## src/rtl/pong_pkg.sv

```systemverilog
// Shared definitions for the pong video path: raster timing defaults, colour
// encodings, score block geometry and the game state encoding.
package pong_pkg;

  localparam int H_ACTIVE_D = 640;
  localparam int H_FP_D     = 16;
  localparam int H_SYNC_D   = 96;
  localparam int H_BP_D     = 48;
  localparam int V_ACTIVE_D = 480;
  localparam int V_FP_D     = 10;
  localparam int V_SYNC_D   = 2;
  localparam int V_BP_D     = 33;
  localparam int PIX_DIV_D  = 2;
  localparam int H_TOTAL_D  = H_ACTIVE_D + H_FP_D + H_SYNC_D + H_BP_D;
  localparam int V_TOTAL_D  = V_ACTIVE_D + V_FP_D + V_SYNC_D + V_BP_D;

  // Pixel byte layout: RRRGGGBB
  typedef struct packed {
    logic [2:0] r;
    logic [2:0] g;
    logic [1:0] b;
  } rgb_t;

  localparam logic [7:0] COLOR_BALL   = 8'hFF;
  localparam logic [7:0] COLOR_PADDLE = 8'h1C;
  localparam logic [7:0] COLOR_SCORE  = 8'hE0;
  localparam logic [7:0] COLOR_BORDER = 8'h92;
  localparam logic [7:0] COLOR_OVER   = 8'h40;
  localparam logic [7:0] COLOR_BLACK  = 8'h00;

  localparam int SCORE_Y0    = 2;
  localparam int SCORE_Y1    = 9;
  localparam int SCORE_W     = 8;
  localparam int SCORE_PITCH = 12;
  localparam int SCORE_L_X0  = 16;
  localparam int SCORE_R_X0  = 616;
  localparam int SCORE_MAX   = 16;

  typedef enum logic [1:0] {
    GS_IDLE   = 2'd0,
    GS_PLAY   = 2'd1,
    GS_SCORED = 2'd2,
    GS_OVER   = 2'd3
  } game_state_e;

  // Half-open span test [lo, lo+len); 11 bits keeps lo+len from wrapping.
  function automatic logic span_hit(input logic [10:0] p, input logic [10:0] lo,
                                    input logic [10:0] len);
    return (p >= lo) && (p < (lo + len));
  endfunction

endpackage

```

## src/rtl/pong_vga_renderer_timing.sv

```systemverilog
// Raster timing: pixel divider, h/v counters, sync windows, active-region flag
// and the start-of-vertical-blanking strobe.
module vga_timing
  import pong_pkg::*;
#(
  parameter int H_ACTIVE = H_ACTIVE_D,
  parameter int H_FP     = H_FP_D,
  parameter int H_SYNC   = H_SYNC_D,
  parameter int H_BP     = H_BP_D,
  parameter int V_ACTIVE = V_ACTIVE_D,
  parameter int V_FP     = V_FP_D,
  parameter int V_SYNC   = V_SYNC_D,
  parameter int V_BP     = V_BP_D,
  parameter int PIX_DIV  = PIX_DIV_D
) (
  input  logic       clk,
  input  logic       reset,
  output logic       o_pix_en,
  output logic [9:0] o_h,
  output logic [9:0] o_v,
  output logic       o_hsync_n,
  output logic       o_vsync_n,
  output logic       o_active,
  output logic       o_frame_start
);

  localparam int H_TOTAL = H_ACTIVE + H_FP + H_SYNC + H_BP;
  localparam int V_TOTAL = V_ACTIVE + V_FP + V_SYNC + V_BP;
  localparam int DIV_W   = (PIX_DIV > 1) ? $clog2(PIX_DIV) : 1;

  logic [DIV_W-1:0] r_div;
  logic [9:0]       r_h;
  logic [9:0]       r_v;

  assign o_pix_en = (r_div == DIV_W'(PIX_DIV - 1));

  always_ff @(posedge clk) begin
    if (reset) begin
      r_div <= '0;
      r_h   <= '0;
      r_v   <= '0;
    end else begin
      r_div <= o_pix_en ? '0 : r_div + DIV_W'(1);
      if (o_pix_en) begin
        if (r_h == 10'(H_TOTAL - 1)) begin
          r_h <= '0;
          r_v <= (r_v == 10'(V_TOTAL - 1)) ? '0 : r_v + 10'd1;
        end else begin
          r_h <= r_h + 10'd1;
        end
      end
    end
  end

  assign o_h           = r_h;
  assign o_v           = r_v;
  assign o_hsync_n     = !((r_h >= 10'(H_ACTIVE + H_FP)) &&
                           (r_h <= 10'(H_ACTIVE + H_FP + H_SYNC - 1)));
  assign o_vsync_n     = !((r_v >= 10'(V_ACTIVE + V_FP)) &&
                           (r_v <= 10'(V_ACTIVE + V_FP + V_SYNC - 1)));
  assign o_active      = (r_h < 10'(H_ACTIVE)) && (r_v < 10'(V_ACTIVE));
  assign o_frame_start = o_pix_en && (r_h == 10'd0) && (r_v == 10'(V_ACTIVE));

endmodule

```

## src/rtl/pong_vga_renderer.sv

```systemverilog
// Pong display back end: snapshots game state once per frame at the start of
// vertical blanking and composites ball, paddles, score and border per pixel.
module pong_vga_renderer
  import pong_pkg::*;
#(
  parameter int H_ACTIVE = H_ACTIVE_D,
  parameter int H_FP     = H_FP_D,
  parameter int H_SYNC   = H_SYNC_D,
  parameter int H_BP     = H_BP_D,
  parameter int V_ACTIVE = V_ACTIVE_D,
  parameter int V_FP     = V_FP_D,
  parameter int V_SYNC   = V_SYNC_D,
  parameter int V_BP     = V_BP_D,
  parameter int PIX_DIV  = PIX_DIV_D
) (
  input  logic       clk,
  input  logic       reset,
  input  logic [9:0] ball_pos_x,
  input  logic [9:0] ball_pos_y,
  input  logic [9:0] player_left_pos,
  input  logic [9:0] player_right_pos,
  input  logic [9:0] paddle_width,
  input  logic [9:0] paddle_height,
  input  logic [9:0] paddle_offset,
  input  logic [9:0] ball_size,
  input  logic [9:0] border_top,
  input  logic [9:0] border_bottom,
  input  logic [9:0] border_left,
  input  logic [9:0] border_right,
  input  logic [3:0] score_left,
  input  logic [3:0] score_right,
  input  logic       game_over_signal,
  output logic       frame_clk,
  output logic       hsync,
  output logic       vsync,
  output logic [7:0] rgb,
  output logic       video_on,
  output logic [9:0] pixel_x,
  output logic [9:0] pixel_y
);

  logic       w_pix_en, w_hsync_n, w_vsync_n, w_active, w_frame_start;
  logic [9:0] w_h, w_v;

  vga_timing #(
    .H_ACTIVE(H_ACTIVE), .H_FP(H_FP), .H_SYNC(H_SYNC), .H_BP(H_BP),
    .V_ACTIVE(V_ACTIVE), .V_FP(V_FP), .V_SYNC(V_SYNC), .V_BP(V_BP),
    .PIX_DIV(PIX_DIV)
  ) u_timing (
    .clk(clk), .reset(reset), .o_pix_en(w_pix_en), .o_h(w_h), .o_v(w_v),
    .o_hsync_n(w_hsync_n), .o_vsync_n(w_vsync_n), .o_active(w_active),
    .o_frame_start(w_frame_start)
  );

  logic [10:0] r_bx, r_by, r_lp, r_rp, r_pw, r_ph, r_po, r_bs;
  logic [10:0] r_bt, r_bb, r_bl, r_br;
  logic [3:0]  r_score_l, r_score_r;
  logic        r_over;

  always_ff @(posedge clk) begin
    if (reset) begin
      {r_bx, r_by, r_lp, r_rp, r_pw, r_ph, r_po, r_bs} <= '0;
      {r_bt, r_bb, r_bl, r_br}                         <= '0;
      r_score_l <= '0;
      r_score_r <= '0;
      r_over    <= 1'b0;
    end else if (w_frame_start) begin
      r_bx      <= {1'b0, ball_pos_x};
      r_by      <= {1'b0, ball_pos_y};
      r_lp      <= {1'b0, player_left_pos};
      r_rp      <= {1'b0, player_right_pos};
      r_pw      <= {1'b0, paddle_width};
      r_ph      <= {1'b0, paddle_height};
      r_po      <= {1'b0, paddle_offset};
      r_bs      <= {1'b0, ball_size};
      r_bt      <= {1'b0, border_top};
      r_bb      <= {1'b0, border_bottom};
      r_bl      <= {1'b0, border_left};
      r_br      <= {1'b0, border_right};
      r_score_l <= score_left;
      r_score_r <= score_right;
      r_over    <= game_over_signal;
    end
  end

  logic [10:0] w_x11, w_y11;
  logic        w_ball, w_paddle, w_score, w_border, w_score_row;
  logic [SCORE_MAX-1:0] w_score_l, w_score_r;
  logic [7:0]  w_rgb_next;

  assign w_x11 = {1'b0, w_h};
  assign w_y11 = {1'b0, w_v};

  assign w_ball   = span_hit(w_x11, r_bx, r_bs) && span_hit(w_y11, r_by, r_bs);
  assign w_paddle = (span_hit(w_x11, r_bl + r_po, r_pw) && span_hit(w_y11, r_lp, r_ph)) ||
                    (span_hit(w_x11, r_br - r_po - r_pw, r_pw) && span_hit(w_y11, r_rp, r_ph));
  assign w_border = ((w_y11 == r_bt) || (w_y11 == r_bb)) && (w_x11 >= r_bl) && (w_x11 <= r_br);

  assign w_score_row = (w_y11 >= 11'(SCORE_Y0)) && (w_y11 <= 11'(SCORE_Y1));

  genvar gi;
  generate
    for (gi = 0; gi < SCORE_MAX; gi++) begin : g_score
      assign w_score_l[gi] = (r_score_l > 4'(gi)) &&
          span_hit(w_x11, 11'(SCORE_L_X0 + SCORE_PITCH * gi), 11'(SCORE_W));
      assign w_score_r[gi] = (r_score_r > 4'(gi)) &&
          span_hit(w_x11, 11'(SCORE_R_X0 - SCORE_PITCH * gi), 11'(SCORE_W));
    end
  endgenerate

  assign w_score = w_score_row && (|w_score_l || |w_score_r);

  always_comb begin
    w_rgb_next = r_over ? COLOR_OVER : COLOR_BLACK;
    if      (!w_active) w_rgb_next = COLOR_BLACK;
    else if (w_ball)    w_rgb_next = COLOR_BALL;
    else if (w_paddle)  w_rgb_next = COLOR_PADDLE;
    else if (w_score)   w_rgb_next = COLOR_SCORE;
    else if (w_border)  w_rgb_next = COLOR_BORDER;
  end

  logic       r_hsync, r_vsync, r_video_on;
  logic [7:0] r_rgb;

  always_ff @(posedge clk) begin
    if (reset) begin
      r_hsync    <= 1'b1;
      r_vsync    <= 1'b1;
      r_video_on <= 1'b0;
      r_rgb      <= '0;
    end else if (w_pix_en) begin
      r_hsync    <= w_hsync_n;
      r_vsync    <= w_vsync_n;
      r_video_on <= w_active;
      r_rgb      <= w_rgb_next;
    end
  end

  assign hsync     = r_hsync;
  assign vsync     = r_vsync;
  assign video_on  = r_video_on;
  assign rgb       = r_rgb;
  assign frame_clk = w_frame_start;
  assign pixel_x   = w_h;
  assign pixel_y   = w_v;

endmodule

```

## config.mk

```make
export PLATFORM = sky130hd
export DESIGN_NAME = pong_vga_renderer
export DESIGN_NICKNAME = d
export VERILOG_FILES = /design/src/rtl/pong_pkg.sv /design/src/rtl/pong_vga_renderer_timing.sv /design/src/rtl/pong_vga_renderer.sv
export SDC_FILE = /design/constraint.sdc
export NUM_CORES = 1
export LEC_CHECK = 0
export BUFFER_PORTS_ARGS = -buffer_cell sky130_fd_sc_hd__buf_2
export CORE_MARGIN = 1
export CORE_UTILIZATION = 30
export CTS_BUF_LIST = sky130_fd_sc_hd__clkbuf_8
export DETAILED_ROUTE_END_ITERATION = 6
export GPL_TIMING_DRIVEN = 0
export PLACE_DENSITY = 0.6
export SYNTH_ARGS = -nofsm -noshare
export SYNTH_HDL_FRONTEND = slang
export SYNTH_HIERARCHICAL = 1
export SYNTH_SLANG_ARGS = --single-unit
```

## constraint.sdc

```tcl
create_clock -name clk -period 5.28 [get_ports clk]
set_input_delay 0.528 -clock clk [delete_from_list [all_inputs] [get_ports clk]]
set_output_delay 0.528 -clock clk [all_outputs]
set_load 0.05 [all_outputs]
```

-- After elaboration in Yosys (flattened, before gate mapping)
Cells that the tools add are included.
- register bits: 161
- input bits: 131
- output and inout port bits: 32
- add/subtract/negate cells: 12
- $lt $le $gt $ge: 118
- equal/unequal tests: 5
- multiplexer cells: 8
- reductions and logical operators: 92
- operator list (kind ; number):
    $lt A10 B10 Y1 const B ; 11
    $ge A10 B10 Y1 const B ; 10
    $logic_and A1 B1 Y1 ; 82
    $ge A10 B9 Y1 const B ; 8
    $lt A10 B8 Y1 const B ; 7
    $lt A10 B9 Y1 const B ; 7
    $lt A10 B11 Y1 ; 6
    $gt A4 B4 Y1 const B ; 16
    $ge A10 B7 Y1 const B ; 6
    $ge A10 B8 Y1 const B ; 6
    $add A10 B10 Y11 ; 5
    $ge A10 B10 Y1 ; 5
    $lt A10 B7 Y1 const B ; 5
    $mux W8 ; 5
    $gt A4 B3 Y1 const B ; 8
    $reduce_or A16 Y1 ; 2
    $lt A10 B6 Y1 const B ; 3
    $add A11 B10 Y11 ; 2
    $ge A10 B11 Y1 ; 2
    $add A10 B1 Y10 const B ; 2
    $eq A10 B10 Y1 ; 2
    $eq A10 B10 Y1 const B ; 2
    $ge A10 B5 Y1 const B ; 2
    $ge A10 B6 Y1 const B ; 2
    other kinds (19) ; 29

-- Depth between registers and ports, before layout
- depth after elaboration: 10
- depth in mapped cells: 26

-- Hierarchy
Netlist, hierarchy kept.
- by module, submodules not included (module ; times used ; cells each ; area an instance (µm²)):
    pong_vga_renderer ; 1 ; 1406 ; 12256.8
    vga_timing ; 1 ; 134 ; 1153.6

-- Least setup slack after synthesis
No wires, ideal clock.
- kind: flip-flop to flip-flop
- start point: register r_pw[0]
- end point: register r_rgb[5], in the netlist rgb[5]
- data arrival time: 5381 ps
- required time: 5153 ps
- setup slack: -228 ps
- cell stages (with the launch flop): 27
- buffers on the path: 0
- period minus slack after synthesis: 5508 ps
- cell sequence: dfxtp_1 > inv_1 > fa_1 > inv_1 > ha_1 > o21a_1 > o21ai_0 > nand2b_1 > a21o_1 > a21o_1 > a21o_1 > a21o_1 > xor2_1 > ha_1 > a21o_1 > nor3_1 > a21oi_1 > xnor2_1 > ha_1 > a2111o_1 > a211o_1 > a41oi_1 > a311oi_1 > or4_1 > o22ai_2 > nand2b_1 > o211ai_1
- cells in the longest elaborated chain, start to end: 9
- elaborated cells on any way between the ends: 14
- those cells by class: add/sub: 3; order compare: 3; mux: 3; reduce/logical: 5
- ends and longest elaborated chain (element ; line ; source):
    start, declared ; pong_vga_renderer.sv:55 ; logic [10:0] r_bx, r_by, r_lp, r_rp, r_pw, r_ph, r_po, r_bs;
    start signal, assigned ; pong_vga_renderer.sv:72 ; r_pw <= {1'b0, paddle_width};
    $sub A11 B10 Y11 ; pong_vga_renderer.sv:96 ; (span_hit(w_x11, r_br - r_po - r_pw, r_pw) && span_hit(w_y11, r_rp, r_ph));
    $add A11 B10 Y11 ; pong_pkg.sv:49 ; return (p >= lo) && (p < (lo + len));
    $lt A10 B11 Y1 ; pong_pkg.sv:49 ;
    $logic_and A1 B1 Y1 ; pong_pkg.sv:49 ;
    $logic_and A1 B1 Y1 ; pong_vga_renderer.sv:96 ;
    $logic_or A1 B1 Y1 (*) ; pong_vga_renderer.sv:95 ; assign w_paddle = (span_hit(w_x11, r_bl + r_po, r_pw) && span_hit(w_y11, r_lp, r_ph)) ||
    $mux W8 (*) ; pong_vga_renderer.sv:117 ; else if (w_paddle) w_rgb_next = COLOR_PADDLE;
    $mux W8 (*) ; pong_vga_renderer.sv:116 ; else if (w_ball) w_rgb_next = COLOR_BALL;
    $mux W8 (*) ; pong_vga_renderer.sv:115 ; if (!w_active) w_rgb_next = COLOR_BLACK;
    end signal, assigned ; pong_vga_renderer.sv:135 ; r_rgb <= w_rgb_next;
    end, declared ; pong_vga_renderer.sv:123 ; logic [7:0] r_rgb;
Every way passes the cells marked *; elsewhere a longest branch is shown, timed or not.
A chain may end at the register's enable or synchronous reset.

-- Final worst setup path
Ends and elaborated chain as after synthesis.

==> metrics.md <==
| Metric | Value |
|---|---|
| Yosys cell types | 83 |
| Placed instance area | 0.0150 sq mm |
| Cts hold-fix bufs | 0 |
| Cells after Synth | 1540 |
| Clock latency on the worst-skew pair | 0.55 ns |
| Mux cell area share after synthesis | 9.79% |
| R2r setup slk | -0.31 ns |
| Syn_nets | 1910 |
| Worst Setup SP | r_pw[0] |
| FF-to-FF path depth | 26 |
| Cell area after layout | 0.0155 sq mm |
| Port Buf Inserts | 162 |
| Worst Path Arrival | 6.03 ns |
| Worst path required time | 5.72 ns |
| Hold Fails Final Rpt | 0 |
| WL final | 43400 microns |
| Crit end category | register |
| Multi-input gate area | 0.00952 sq mm |
| Setup WS post-layout | -0.310 ns |
| Nets | 2100 |
| Initial drt markers | 723 |
| Register area | 0.00321 sq mm |
| Final Non-Filler Cells | 2335 |
| Relative slew margins | 14.7% |
| Via density | 5.13 |
| Cell area after synthesis | 0.0134 sq mm |
| RSZ-0062 raised after global routing | yes |
| Worst Hold Class | input port to register |
| ANT nets after route | 0 |
| Die area | 0.0456 sq mm |
| Synth Flop Type | dfxtp_1 |
| Ports | 163 |
| Critical Path Max Stage Delay | 0.52 ns |
| FF+latch count, synth | 160 |
| Placed Instances | 2294 |
| Worst Tran Pin Value | 1.28 ns |
| Post-Synth XOR/XNOR Area | 5.94% |
| Hold Slack | 0.208 ns |
| Max_cap viols | 0 |
| Global Route Usage Sum | 19.3% |
| Largest net degree at the start of global routing | 22 |
| Clock Skew | 0.0119 ns |
| H-Tree Depth | 4 |
| Global-route wire length before repair | 65600 microns |
| Worst path bufs/invs | 2 |
| Clk root buf | clkbuf_8 |
| Row Count | 77 |
| Compound-Gate Fraction of Synth Area | 17.2% |
| Via count | 12000 |
| Post-DR wirelength/cell | 18.6 microns |
| Remaining Overflow, GRT | 0 |
| Final Critical Period | 5.59 ns |
| DP HPWL | 33600 microns |
| Final setup viols | 6 |
| Core outline area | 0.0441 sq mm |
| Fill count | 4647 |
| Final Cycle Share | 106% |
| Initial antenna violation count | 0 |
| TritonRoute pass-1 iters | 6 |
| DR DRC count | 0 |
| GP Congestion | 0.904 |
| P_leak | 6.61 nW |
| Initial core utilization | 30.4% |
| Worst reg2reg path endpoint | rgb[5] |
| Fin. max-slew vios | 0 |
| Post-synth ARST share | 0% |
| Vias in the first global route | 11700 |
| Max Freq | 0.179 GHz |
| Synthesized area per cell | 8.71 sq um |
| Most Frequent Cell on Critical Path | a21o_1 |
| Peak supply drop | 0.129 mV |
| Violated checks | negative setup slack |
| Die span in x | 213 microns |
| Layout area overhead | 15.3% |
| Class of the most critical setup path | register to register |
| Hold EP | r_br[2] |
| Die height | 213 microns |
| Met1 Track Usage GR | 24.1% |
| Reg clk slew, reported paths | 0.10 ns |
| Nature of the critical path startpoint | register |
| Post-synth EDFFs | 0 |
| Place WS | -0.577 ns |
| Met3 usage | 4.07% |
| Share of cells above drive strength 1 | 14.5% |
| Met2 GRT Util | 32.1% |
| Sequential area share after synthesis | 23.9% |
| TritonCTS Sinks | 160 |
| Pwr per Cell Area | 149 mW/mm^2 |
| Hold_sp | border_right[2] |
| Status | finished, violations left |
| CTS tree | yes |
| GRT busiest layer | met2 |
| CP max FO | 3 |
| Inserted Diodes | 0 |
| Adder-Cell Fraction of Synth Area | 23.3% |
| CTS buffer count | 17 |
| Critical path's slowest cell | fa_1 |
| Total negative slack | -1.74 ns |
| Family with the most delay on the worst path | compound AO/OA/AOI/OAI gates |
| Largest family of logic cells by synthesized area | adder cells |
| Warnings, synthesis | 6 |
| Hold Crit Depth | 3 |
| Simple-gate share of the synthesized area | 14.5% |
| CTS Buffer Depth | 2 |
| Critical R2R Launch | r_pw[0] |
[through the flow]
stage	util (%)	power [mW]
2_1_floorplan	-	1.31
3_3_place_gp	34.0	1.41
3_5_place_dp	34.0	1.41
4_1_cts	35.0	2.34
5_1_grt	35.0	2.40
6_report	35.0	2.30
[routing by layer]
| layer | routed length (microns) | share of wire, % | vias to the layer above |
|---|---|---|---|
| met5 | 0 | 0 | - |
| met2 | 20100 | 46 | 323 |
| li1 | - | - | 5905 |
| met1 | 19500 | 45 | 5688 |
| met3 | 2210 | 5.1 | 72 |
| met4 | 1530 | 3.5 | 0 |
[synthesized netlist by cell type, types with 5 or more instances]
cell / count / area, sq um
ha_1: 222 / 2780
nor2_1: 168 / 631
dfxtp_1: 160 / 3200
inv_1: 130 / 488
mux2i_1: 130 / 1300
a21oi_1: 90 / 450
o21ai_0: 69 / 345
nand2_1: 53 / 199
xnor2_1: 52 / 455
a21o_1: 43 / 323
xor2_1: 39 / 342
nand2b_1: 26 / 163
o21a_1: 25 / 188
nand3_1: 21 / 105
buf_1: 18 / 67.6
fa_1: 17 / 340
nand4_1: 17 / 106
nor3_1: 17 / 85.1
clkbuf_1: 15 / 56.3
nor2b_1: 15 / 93.8
a211oi_1: 14 / 105
nor4_1: 14 / 87.6
o21bai_1: 11 / 82.6
o2111ai_1: 10 / 87.6
o211ai_1: 10 / 75.1
a211o_1: 9 / 78.8
buf_2: 9 / 45.0
or4_1: 8 / 60.1
a31oi_1: 7 / 43.8
o31ai_1: 7 / 52.6
or2_2: 7 / 43.8
or3_1: 6 / 37.5
a2111oi_0: 5 / 43.8
and3_1: 5 / 31.3
o22ai_1: 5 / 31.3
[what timing repair did]
item | CTS | global route
cloned | 0 | 0
pin swaps | 8 | 2
endpoints found under the setup margin | 6 | 6
buffers inserted | 7 | 2
resized for setup | 6 | 2
[worst min-delay path, delay by kind of cell]
family / cells / cell delay [ns]
buffers and inverters: 1 / 0.08
AND/OR/NAND/NOR: 1 / 0.07
multiplexers: 1 / 0.06
[cell families (layout without fill, tap and decap cells)]
| kind of cell | Yosys count | count (layout) |
|---|---|---|
| XOR/XNOR | 91 | 91 |
| buffers and inverters | 180 | 383 |
| AND/OR/NAND/NOR | 390 | 390 |
| adder cells (fa/ha/maj) | 239 | 239 |
| flip-flops | 160 | 160 |
| AO/OA/AOI/OAI | 349 | 349 |
| multiplexers | 131 | 131 |
[layout by cell type (no fill, tap or decap), drive strengths merged, types with 10 or more instances in the layout]
master and n:
buf 206, a21oi 90, o21bai 11, xnor2 52
o2111ai 10, nor2 169, ha 222, xor2 39
nand4 18, a21o 43, mux2i 130, nor4 14
clkbuf 33, o21ai 74, nor3 18, nand3 21
o211ai 10, fa 17, inv 135, nand2b 26
nand2 53, dfxtp 160, o21a 25, a211oi 14
nor2b 15
[final cells by class]
class	instances	area share, %
Inverter	130	3.16
Clock inverter	14	0.850
Clock buffer	18	1.60
Multi-Input combinational cell	1200	61.6
Tap cell	592	4.79
Sequential cell	160	20.8
Timing Repair Buffer	171	5.68
Buffer	50	1.58
[worst max-delay path by stage]
stage,to,slack (ns),depth (start not counted)
6_report,rgb[5],-0.31,26
5_1_grt,rgb[6],-0.51,26
4_1_cts,rgb[6],-0.38,26
3_5_place_dp,rgb[6],-0.58,26
3_3_place_gp,rgb[5],-0.50,26
2_1_floorplan,rgb[5],-0.01,26
[report_power, final]
part | switching, mW | internal, mW
combinational | 0.0954 | 0.0613
sequential | 0.0118 | 1.21
clock | 0.528 | 0.389
No activity file was read; power rests on OpenSTA's default activity.
